## src/rtl/sb_at_pkg.sv

```systemverilog
// Shared definitions for the sideband AT requester: FSM encoding, CTRL byte layout,
// frame byte indices and length helpers.
package sb_at_pkg;

    typedef enum logic [1:0] {
        ST_IDLE     = 2'd0,
        ST_SEND     = 2'd1,
        ST_WAIT_RSP = 2'd2,
        ST_DONE     = 2'd3
    } at_state_e;

    localparam int unsigned BYTE_W     = 8;
    localparam int unsigned DATA_W     = 24;
    localparam int unsigned LEN_W      = 2;
    localparam int unsigned AT_LEN_MAX = 3;
    localparam int unsigned IDX_W      = 3;

    // CTRL byte layout
    localparam int unsigned WR_BIT  = 7;
    localparam int unsigned LEN_LSB = 0;

    localparam logic [IDX_W-1:0] IDX_ADDR  = 3'd0;
    localparam logic [IDX_W-1:0] IDX_CTRL  = 3'd1;
    localparam logic [IDX_W-1:0] IDX_DATA0 = 3'd2;
    localparam logic [IDX_W-1:0] IDX_DATA1 = 3'd3;
    localparam logic [IDX_W-1:0] IDX_DATA2 = 3'd4;

    // A length field of 0 means the maximum byte count.
    function automatic logic [LEN_W-1:0] eff_len(input logic [LEN_W-1:0] len);
        return (len == '0) ? LEN_W'(AT_LEN_MAX) : len;
    endfunction

    function automatic logic [DATA_W-1:0] len_mask(input logic [LEN_W-1:0] len);
        case (len)
            2'd1:    return 24'h0000FF;
            2'd2:    return 24'h00FFFF;
            default: return 24'hFFFFFF;
        endcase
    endfunction

endpackage

```

## src/rtl/sb_at_frame_ser.sv

```systemverilog
// AT request frame serializer: ADDR, CTRL, write DATA bytes, then XOR checksum,
// over a valid/ready byte stream. last_sent_c pulses on the checksum handshake.
module sb_at_frame_ser
    import sb_at_pkg::*;
(
    input  logic                fsm_clk,
    input  logic                rst,
    input  logic                start,
    input  logic                frm_write,
    input  logic [BYTE_W-1:0]   frm_addr,
    input  logic [LEN_W-1:0]    frm_len,
    input  logic [DATA_W-1:0]   frm_wdata,
    input  logic                tx_ready,
    output logic [BYTE_W-1:0]   tx_byte,
    output logic                tx_valid,
    output logic                last_sent_c
);

    logic [IDX_W-1:0]  idx;
    logic              wr_q;
    logic [LEN_W-1:0]  len_q;
    logic [DATA_W-1:0] wdata_q;
    logic [BYTE_W-1:0] chk_q;

    logic              take_c;
    logic [IDX_W-1:0]  idx_nxt_c;
    logic [IDX_W-1:0]  last_idx_c;
    logic [BYTE_W-1:0] chk_nxt_c;
    logic [BYTE_W-1:0] ctrl_c;
    logic [BYTE_W-1:0] nxt_byte_c;

    assign take_c      = tx_valid & tx_ready;
    assign idx_nxt_c   = idx + 1'b1;
    assign last_idx_c  = wr_q ? (IDX_DATA0 + IDX_W'(len_q)) : IDX_DATA0;
    assign chk_nxt_c   = chk_q ^ tx_byte;
    assign last_sent_c = take_c && (idx == last_idx_c);

    always_comb begin
        ctrl_c                      = '0;
        ctrl_c[WR_BIT]              = wr_q;
        ctrl_c[LEN_LSB +: LEN_W]    = len_q;
    end

    // Byte presented after the current one is consumed; checksum closes the frame.
    always_comb begin
        nxt_byte_c = chk_nxt_c;
        if (idx_nxt_c != last_idx_c) begin
            case (idx_nxt_c)
                IDX_CTRL:  nxt_byte_c = ctrl_c;
                IDX_DATA0: nxt_byte_c = wdata_q[7:0];
                IDX_DATA1: nxt_byte_c = wdata_q[15:8];
                IDX_DATA2: nxt_byte_c = wdata_q[23:16];
                default:   nxt_byte_c = chk_nxt_c;
            endcase
        end
    end

    always_ff @(posedge fsm_clk) begin
        if (rst) begin
            idx      <= IDX_ADDR;
            wr_q     <= 1'b0;
            len_q    <= '0;
            wdata_q  <= '0;
            chk_q    <= '0;
            tx_byte  <= '0;
            tx_valid <= 1'b0;
        end else if (start) begin
            idx      <= IDX_ADDR;
            wr_q     <= frm_write;
            len_q    <= frm_len;
            wdata_q  <= frm_wdata;
            chk_q    <= '0;
            tx_byte  <= frm_addr;
            tx_valid <= 1'b1;
        end else if (take_c) begin
            if (last_sent_c) begin
                tx_valid <= 1'b0;
                idx      <= IDX_ADDR;
                chk_q    <= '0;
            end else begin
                idx      <= idx_nxt_c;
                chk_q    <= chk_nxt_c;
                tx_byte  <= nxt_byte_c;
            end
        end
    end

endmodule

```

## src/rtl/sb_at_requester.sv

```systemverilog
// Sideband AT requester: accepts one register command, sends the AT frame, waits for the
// matching response or a timeout. Define AT_RETRY_EN to retransmit on timeout up to MAX_RETRY times.
module sb_at_requester
    import sb_at_pkg::*;
#(
    parameter int unsigned TIMEOUT_CYC = 1024,
    parameter int unsigned MAX_RETRY   = 3
) (
    input  logic                fsm_clk,
    input  logic                rst,
    input  logic                cmd_valid,
    output logic                cmd_ready,
    input  logic                cmd_write,
    input  logic [BYTE_W-1:0]   cmd_addr,
    input  logic [LEN_W-1:0]    cmd_len,
    input  logic [DATA_W-1:0]   cmd_wdata,
    output logic [BYTE_W-1:0]   tx_byte,
    output logic                tx_valid,
    input  logic                tx_ready,
    input  logic                rsp_valid,
    input  logic [BYTE_W-1:0]   rsp_addr,
    input  logic [DATA_W-1:0]   rsp_data,
    output logic                done,
    output logic                err,
    output logic [DATA_W-1:0]   rd_data,
    output logic                busy
);

    localparam int unsigned     TMR_W    = $clog2(TIMEOUT_CYC);
    localparam logic [TMR_W-1:0] TMR_LAST = TMR_W'(TIMEOUT_CYC - 1);

    if (TIMEOUT_CYC < 2) begin : g_timeout_chk
        $error("TIMEOUT_CYC must be at least 2");
    end
    if (MAX_RETRY > 7) begin : g_retry_chk
        $error("MAX_RETRY exceeds the retry counter range");
    end

    at_state_e          state;
    logic               wr_q;
    logic [BYTE_W-1:0]  addr_q;
    logic [LEN_W-1:0]   len_q;
    logic [DATA_W-1:0]  wdata_q;
    logic [TMR_W-1:0]   timer;
    logic               rsp_hit;

    logic               accept_c;
    logic               match_c;
    logic               timeout_c;
    logic               retry_c;
    logic               last_sent_c;

    logic               ser_write_c;
    logic [BYTE_W-1:0]  ser_addr_c;
    logic [LEN_W-1:0]   ser_len_c;
    logic [DATA_W-1:0]  ser_wdata_c;

    assign accept_c  = cmd_valid & cmd_ready;
    assign match_c   = (state == ST_WAIT_RSP) && !rsp_hit && rsp_valid && (rsp_addr == addr_q);
    assign timeout_c = (state == ST_WAIT_RSP) && !rsp_hit && !match_c && (timer == TMR_LAST);

`ifdef AT_RETRY_EN
    localparam int unsigned RETRY_W = 3;
    logic [RETRY_W-1:0] retry_cnt;
    assign retry_c = timeout_c && (32'(retry_cnt) < MAX_RETRY);
`else
    assign retry_c = 1'b0;
`endif

    // A retry replays the latched command, so the frame is identical.
    assign ser_write_c = accept_c ? cmd_write         : wr_q;
    assign ser_addr_c  = accept_c ? cmd_addr          : addr_q;
    assign ser_len_c   = accept_c ? eff_len(cmd_len)  : len_q;
    assign ser_wdata_c = accept_c ? cmd_wdata         : wdata_q;

    sb_at_frame_ser u_ser (
        .fsm_clk     (fsm_clk),
        .rst         (rst),
        .start       (accept_c | retry_c),
        .frm_write   (ser_write_c),
        .frm_addr    (ser_addr_c),
        .frm_len     (ser_len_c),
        .frm_wdata   (ser_wdata_c),
        .tx_ready    (tx_ready),
        .tx_byte     (tx_byte),
        .tx_valid    (tx_valid),
        .last_sent_c (last_sent_c)
    );

    // A matching response is registered first, then closes the transaction next cycle.
    always_ff @(posedge fsm_clk) begin
        if (rst) begin
            state     <= ST_IDLE;
            cmd_ready <= 1'b1;
            done      <= 1'b0;
            err       <= 1'b0;
            rd_data   <= '0;
            busy      <= 1'b0;
            wr_q      <= 1'b0;
            addr_q    <= '0;
            len_q     <= '0;
            wdata_q   <= '0;
            timer     <= '0;
            rsp_hit   <= 1'b0;
`ifdef AT_RETRY_EN
            retry_cnt <= '0;
`endif
        end else begin
            case (state)
                ST_IDLE: begin
                    if (accept_c) begin
                        state     <= ST_SEND;
                        cmd_ready <= 1'b0;
                        busy      <= 1'b1;
                        err       <= 1'b0;
                        rd_data   <= '0;
                        wr_q      <= cmd_write;
                        addr_q    <= cmd_addr;
                        len_q     <= eff_len(cmd_len);
                        wdata_q   <= cmd_wdata;
                        timer     <= '0;
                        rsp_hit   <= 1'b0;
`ifdef AT_RETRY_EN
                        retry_cnt <= '0;
`endif
                    end
                end
                ST_SEND: begin
                    if (last_sent_c) begin
                        state <= ST_WAIT_RSP;
                        timer <= '0;
                    end
                end
                ST_WAIT_RSP: begin
                    if (rsp_hit) begin
                        state <= ST_DONE;
                        done  <= 1'b1;
                    end else if (match_c) begin
                        rsp_hit <= 1'b1;
                        if (!wr_q) begin
                            rd_data <= rsp_data & len_mask(len_q);
                        end
                    end else if (timeout_c) begin
                        if (retry_c) begin
                            state <= ST_SEND;
`ifdef AT_RETRY_EN
                            if (retry_cnt != '1) begin
                                retry_cnt <= retry_cnt + 1'b1;
                            end
`endif
                        end else begin
                            state <= ST_DONE;
                            done  <= 1'b1;
                            err   <= 1'b1;
                        end
                    end else if (timer != TMR_LAST) begin
                        timer <= timer + 1'b1;
                    end
                end
                ST_DONE: begin
                    state     <= ST_IDLE;
                    done      <= 1'b0;
                    cmd_ready <= 1'b1;
                    busy      <= 1'b0;
                end
                default: begin
                    state <= ST_IDLE;
                end
            endcase
        end
    end

endmodule

```

## config.mk

```make
export PLATFORM = sky130hd
export DESIGN_NAME = sb_at_requester
export DESIGN_NICKNAME = d
export VERILOG_FILES = /design/src/rtl/sb_at_pkg.sv /design/src/rtl/sb_at_frame_ser.sv /design/src/rtl/sb_at_requester.sv
export SDC_FILE = /design/constraint.sdc
export NUM_CORES = 1
export LEC_CHECK = 0
export CAP_MARGIN = 20
export CORE_AREA = 2 2 106 134
export CTS_CLUSTER_DIAMETER = 80
export DETAILED_ROUTE_END_ITERATION = 10
export DIE_AREA = 0 0 108 136
export PLACE_DENSITY = 0.71
export SYNTH_ARGS = -nofsm -noshare
export SYNTH_HDL_FRONTEND = slang
export SYNTH_HIERARCHICAL = 1
export SYNTH_SLANG_ARGS = --single-unit
```

## constraint.sdc

```tcl
create_clock -name fsm_clk -period 6.4 [get_ports fsm_clk]
set_input_delay 1.28 -clock fsm_clk [delete_from_list [all_inputs] [get_ports fsm_clk]]
set_output_delay 1.28 -clock fsm_clk [all_outputs]
set_load 0.005 [all_outputs]
```

After elaboration in Yosys (flattened, before gate mapping)
Index checks and enable logic that the tools add are counted.

Flip-flop bits (word level): 99. Output and inout bits: 37. Word-level logic and storage cells: 127.

$add $sub $neg: 3. Equality and inequality tests: 26. Muxes and demuxes: 49. Bitwise operators: 4. Reductions and logical operators: 27.

Operator list (number): 24-bit two-way mux (9); 24-bit one-hot mux with 2 select lines (2); 10-bit two-way mux (6); 8-bit two-way mux (5); 8-bit one-hot mux with 4 select lines (1); 10-bit one-hot mux with 3 select lines (1); 24-bit bitwise AND (1); 2-bit != test (second input constant) (9); 2-bit two-way mux (6); 1-bit two-way mux (11); 10-bit by 1-bit adder with 10-bit output (second input constant) (1); 10-bit == test (second input constant) (1); 10-bit != test (second input constant) (1); 1-bit one-hot mux with 2 select lines (5); 2-bit AND reduction (5); 5-bit AND reduction (2); 2-bit nonzero test (5); 8-bit == test (1); 2-bit one-hot mux with 4 select lines (1); 8-bit XOR (1); 7-bit AND reduction (1); 2-bit == test (second input constant) (3); 3-bit by 2-bit == test with 1-bit output (second input constant) (2); 1-bit logical AND (6); other kinds (17) (23).

Depth between registers and ports, before layout
Depth in word-level cells: 13. Mapped depth: 10. Mapped depth without buffers: 9.

Hierarchy
Netlist, hierarchy kept.

By module, submodules not included: sb_at_requester (instances 1, cells each 425, area an instance 3842.4 sq um, sequential area each 1521.5 sq um); sb_at_frame_ser (instances 1, cells each 269, area an instance 2354.8 sq um, sequential area each 940.9 sq um).

Worst setup path after synthesis
No wires, ideal clock.

Path type: input to register. From: input port cmd_valid. To: register u_ser.len_q[0]. Arrival time: 3039 ps. Data required time: 6272 ps. Setup slack: 3234 ps. Stages: 8. Buffers on the path: 4. Path through: nand2_2 inv_1 clkbuf_1 clkbuf_1 buf_1 clkbuf_1 mux2i_1 nor2_1.

Word-level cells in the longest chain between the ends: 1.

Ends and longest elaborated chain: start: declaration (line sb_at_requester.sv:11) `input logic cmd_valid,`; 1-bit bitwise AND (line sb_at_requester.sv:58) `assign accept_c = cmd_valid & cmd_ready;`; named net accept_c (line sb_at_requester.sv:47) `logic accept_c;`; end signal: assignment (line sb_at_frame_ser.sv:70) `len_q <= frm_len;`; end: declaration (line sb_at_frame_ser.sv:21) `logic [LEN_W-1:0] len_q;`.

The timed path passes the listed nets, and every way through them passes these cells. A chain may end at the register's enable or synchronous reset.

Worst setup path in the final report
From: input port tx_ready. To: register timer[8].

Word-level cells in the longest chain between the ends: 4.

Ends and longest elaborated chain: start: declaration (line sb_at_requester.sv:19) `input logic tx_ready,`; 1-bit bitwise AND (line sb_at_frame_ser.sv:32) `assign take_c = tx_valid & tx_ready;`; 1-bit logical AND (line sb_at_frame_ser.sv:36) `assign last_sent_c = take_c && (idx == last_idx_c);`; named net last_sent_c (line sb_at_requester.sv:51) `logic last_sent_c;`; 2-bit != test (no line); 7-bit AND reduction (no line); end signal: assignment (line sb_at_requester.sv:157) `timer <= timer + 1'b1;`; end: declaration (line sb_at_requester.sv:44) `logic [TMR_W-1:0] timer;`.

The timed path passes the listed nets, and every way through them passes these cells.

==> impl_metrics.csv <==
group,metric,value,unit
synth,synth_area_leaders,"dfxtp_1, mux2i_1, mux2_2, nor2_1, a21oi_1",
sta,holdWs,0.4539,ns
synth,syn_nets,777,
place,dp_hpwl,11210,um
sta,finalHoldViolations,0,
detailed_routing,routedWlPerCell,16.84,um
setup_path,path_cells,"clkdlybuf4s50_1 -> nand2_1 -> nor2_1 -> nand2b_1 -> nand2b_1 -> a41oi_1 -> a21boi_0 -> o31a_1",
clocking,clock_path_buffers,2,
cells_and_area,layout-drive-gt1-share,11.28,%
setup_path,cp.arrival,3.82,ns
floorplanning,die_area,0.01469,mm^2
synth,ys_types,60,
setup_path,slowest_stage,"a41oi_1",
synth,async_reset_ff_share,0,%
power_and_ir_drop,p_per_area,346.2,mW/mm^2
clocking,clkTransAtPathRegs,0.06,ns
synth,synth_edf_count,0,
setup_path,worstSetupEndpointType,"flop",
floorplanning,die_w,108,um
cells_and_area,layout_common_cells,"dfxtp_1, clkdlybuf4s50_1, nor2_1",
detailed_routing,drtAntennaViolNets,0,
detailed_routing,drtPass1Iterations,7,
sta,rsz0062_at_grt,"no",
sta,finalSetupTns,0,ns
sta,max_slew_margin,27.12,%
sta,fmax,285.0,MHz
synth,synth_ff_type,"dfxtp_1",
sta,fin_crit_sh,54.83,%
worst_hold_path,hp-class,"reg -> reg",
synth,avgSynthCellArea,8.930,um^2
synth,ys_ff_latch,123,
clocking,cts_buffers,17,
cells_and_area,n_antenna_cell,0,
status,status,"finished clean",
floorplanning,initial_core_util,45.86,%
sta,finalSetupViolCount,0,
clocking,cts_tree,"yes",
detailed_routing,vias,5513,
setup_path,critical_path_class,"in -> reg",
setup_path,path_buf_inv,1,
synth,synth_area,0.006197,mm^2
detailed_routing,drc,0,
global_route,grt_pass1_vias,5359,
place,place.gp.congestion,0.8071,
setup_path,critPathLaunchType,"input port",
clocking,htree_levels,4,
clocking,cts_resized,0,
cells_and_area,nNetsFinal,859,
floorplanning,io_pins,109,
setup_path,path_delay_family,"compound AO/OA/AOI/OAI gates",
global_route,grt_max_degree,83,
cells_and_area,multi_input_area,0.003465,mm^2
clocking,hold_buffers,0,
floorplanning,die_h,136,um
detailed_routing,first_iter_violations,508,
global_route,grt_pass1_wl,26120,um
detailed_routing,via_per_inst,5.719,
flow_run,drv_cap,0,
place,numPortBuffers,108,
synth,yosysTopAreaCell,"dfxtp_1",
clocking,cts_setup_buffers,0,
synth,synth_warnings,6,
synth,yosysSeqAreaShare,39.73,%
synth,synth_top_area_share,39.73,%
global_route,antenna_found_initial,0,
cells_and_area,nFillCells,1171,
floorplanning,coreArea,0.01351,mm^2
cells_and_area,syn2layout_area_growth,28.67,%
sta,finalMaxSlewViolations,0,
floorplanning,row_count,48,
setup_path,crit_top_cell,"nand2b_1",
synth,syn_inst,694,
sta,worst_slew_pin_slew,1.087,ns
setup_path,crit_required,6.71,ns
power_and_ir_drop,ir_drop,0.2371,mV
sta,final.min_clock_period,3.509,ns
setup_path,worst_path_largest_cell_delay,0.63,ns
cells_and_area,regArea,0.002462,mm^2
clocking,cts.sinks,123,
cells_and_area,final_common_cell,"dfxtp_1",
global_route,grt.total_usage,22.41,%
detailed_routing,wl,16240,um
global_route,grt-ovfl-total,0,
setup_path,worst-path-max-fanout,15,
power_and_ir_drop,p_leak,3.165,nW
clocking,root_buffer,"clkbuf_16",
sta,clock_skew,0.007794,ns
clocking,clkLatencyLatePin,0.42,ns
==> cell usage after synthesis, types with 9 or more instances <==
library cell	number
dfxtp_1	123
nor2_1	74
nand2_1	65
mux2i_1	56
a21oi_1	52
mux2_2	33
clkbuf_1	29
nand3_1	24
nor3_1	21
o21ai_0	19
a41o_1	17
buf_2	17
inv_1	12
nand3b_1	12
ha_1	11
a311oi_1	9
xnor2_1	9
xor2_1	9
==> cell families (layout without fill, tap and decap cells) <==
| family | Yosys count | count (layout) | synth area share [%] |
|---|---|---|---|
| adder cells (fa/ha/maj) | 11 | 11 | 2.221 |
| buffers and inverters | 66 | 161 | 4.401 |
| XOR/XNOR | 18 | 18 | 2.544 |
| AO/OA/AOI/OAI | 148 | 148 | 17.26 |
| AND/OR/NAND/NOR | 239 | 239 | 18.80 |
| multiplexers | 89 | 89 | 15.04 |
| flip-flops | 123 | 123 | 39.73 |
==> path summary, 6_finish.rpt <==
kind	startpoint	to	slack, ns	depth (start not counted)
worst max-delay path	tx_ready	timer[8]$_SDFFE_PP0P_	2.89	8
worst min-delay path	err$_SDFFE_PP0P_	err$_SDFFE_PP0P_	0.45	2
worst max register to register	u_ser/idx[0]$_SDFFE_PP0P_	timer[8]$_SDFFE_PP0P_	2.92	9
worst min register to register	err$_SDFFE_PP0P_	err$_SDFFE_PP0P_	0.45	2
==> final cells by class <==
cell class                 instances  share of cell area (%)
multi-input combinational        505                   43.45
sequential                       123                   30.88
timing repair buffer             115                   14.45
clock buffer                      19                   5.680
tap                              175                   2.746
clock inverter                    13                   2.118
inverter                          14                  0.6747
==> registers in the layout, summed over array words and instances, names as in the netlist <==
signal          count
rd_data            24
u_ser/wdata_q      24
wdata_q            24
timer              10
addr_q              8
u_ser/chk_q         8
u_ser/tx_byte       8
u_ser/idx           3
len_q               2
state               2
u_ser/len_q         2
busy                1
cmd_ready           1
done                1
err                 1
rsp_hit             1
u_ser/tx_valid      1
u_ser/wr_q          1
wr_q                1
==> layer usage <==
layer | vias to the layer above | track usage (%) | routed length, um
li1 | 2690 | - | -
met5 | - | 0 | 0
met3 | 28 | 4.602 | 908
met1 | 2599 | 25.38 | 6697
met4 | 0 | 8.262 | 367
met2 | 196 | 41.02 | 8262
==> stage by stage <==
stage	worst slack [ns]	cell area, um^2	instances	total power, W	util (%)
final	2.891	7974	964	0.002760	59.01
after CTS	2.921	7955	962	0.002771	58.87
after global placement	2.560	7306	929	0.001728	54.06
after detailed placement	2.494	7333	930	0.001771	54.27
after global routing	2.714	7974	964	0.002901	59.01
after floorplan	3.234	6197	694	0.001546	-
==> worst min-delay path, stage by stage, from the launching register on <==
cell	delay, ns
dfxtp_1	0.31
nand2_1	0.05
a21oi_1	0.05
==> report_power, final <==
group	leakage (nW)	switching (W)	internal [W]
clock network	0.291	0.000362	0.000634
logic	1.87	0.000447	0.000366
registers	0.999	0.0000811	0.000871
(Power assumes the default switching activity.)
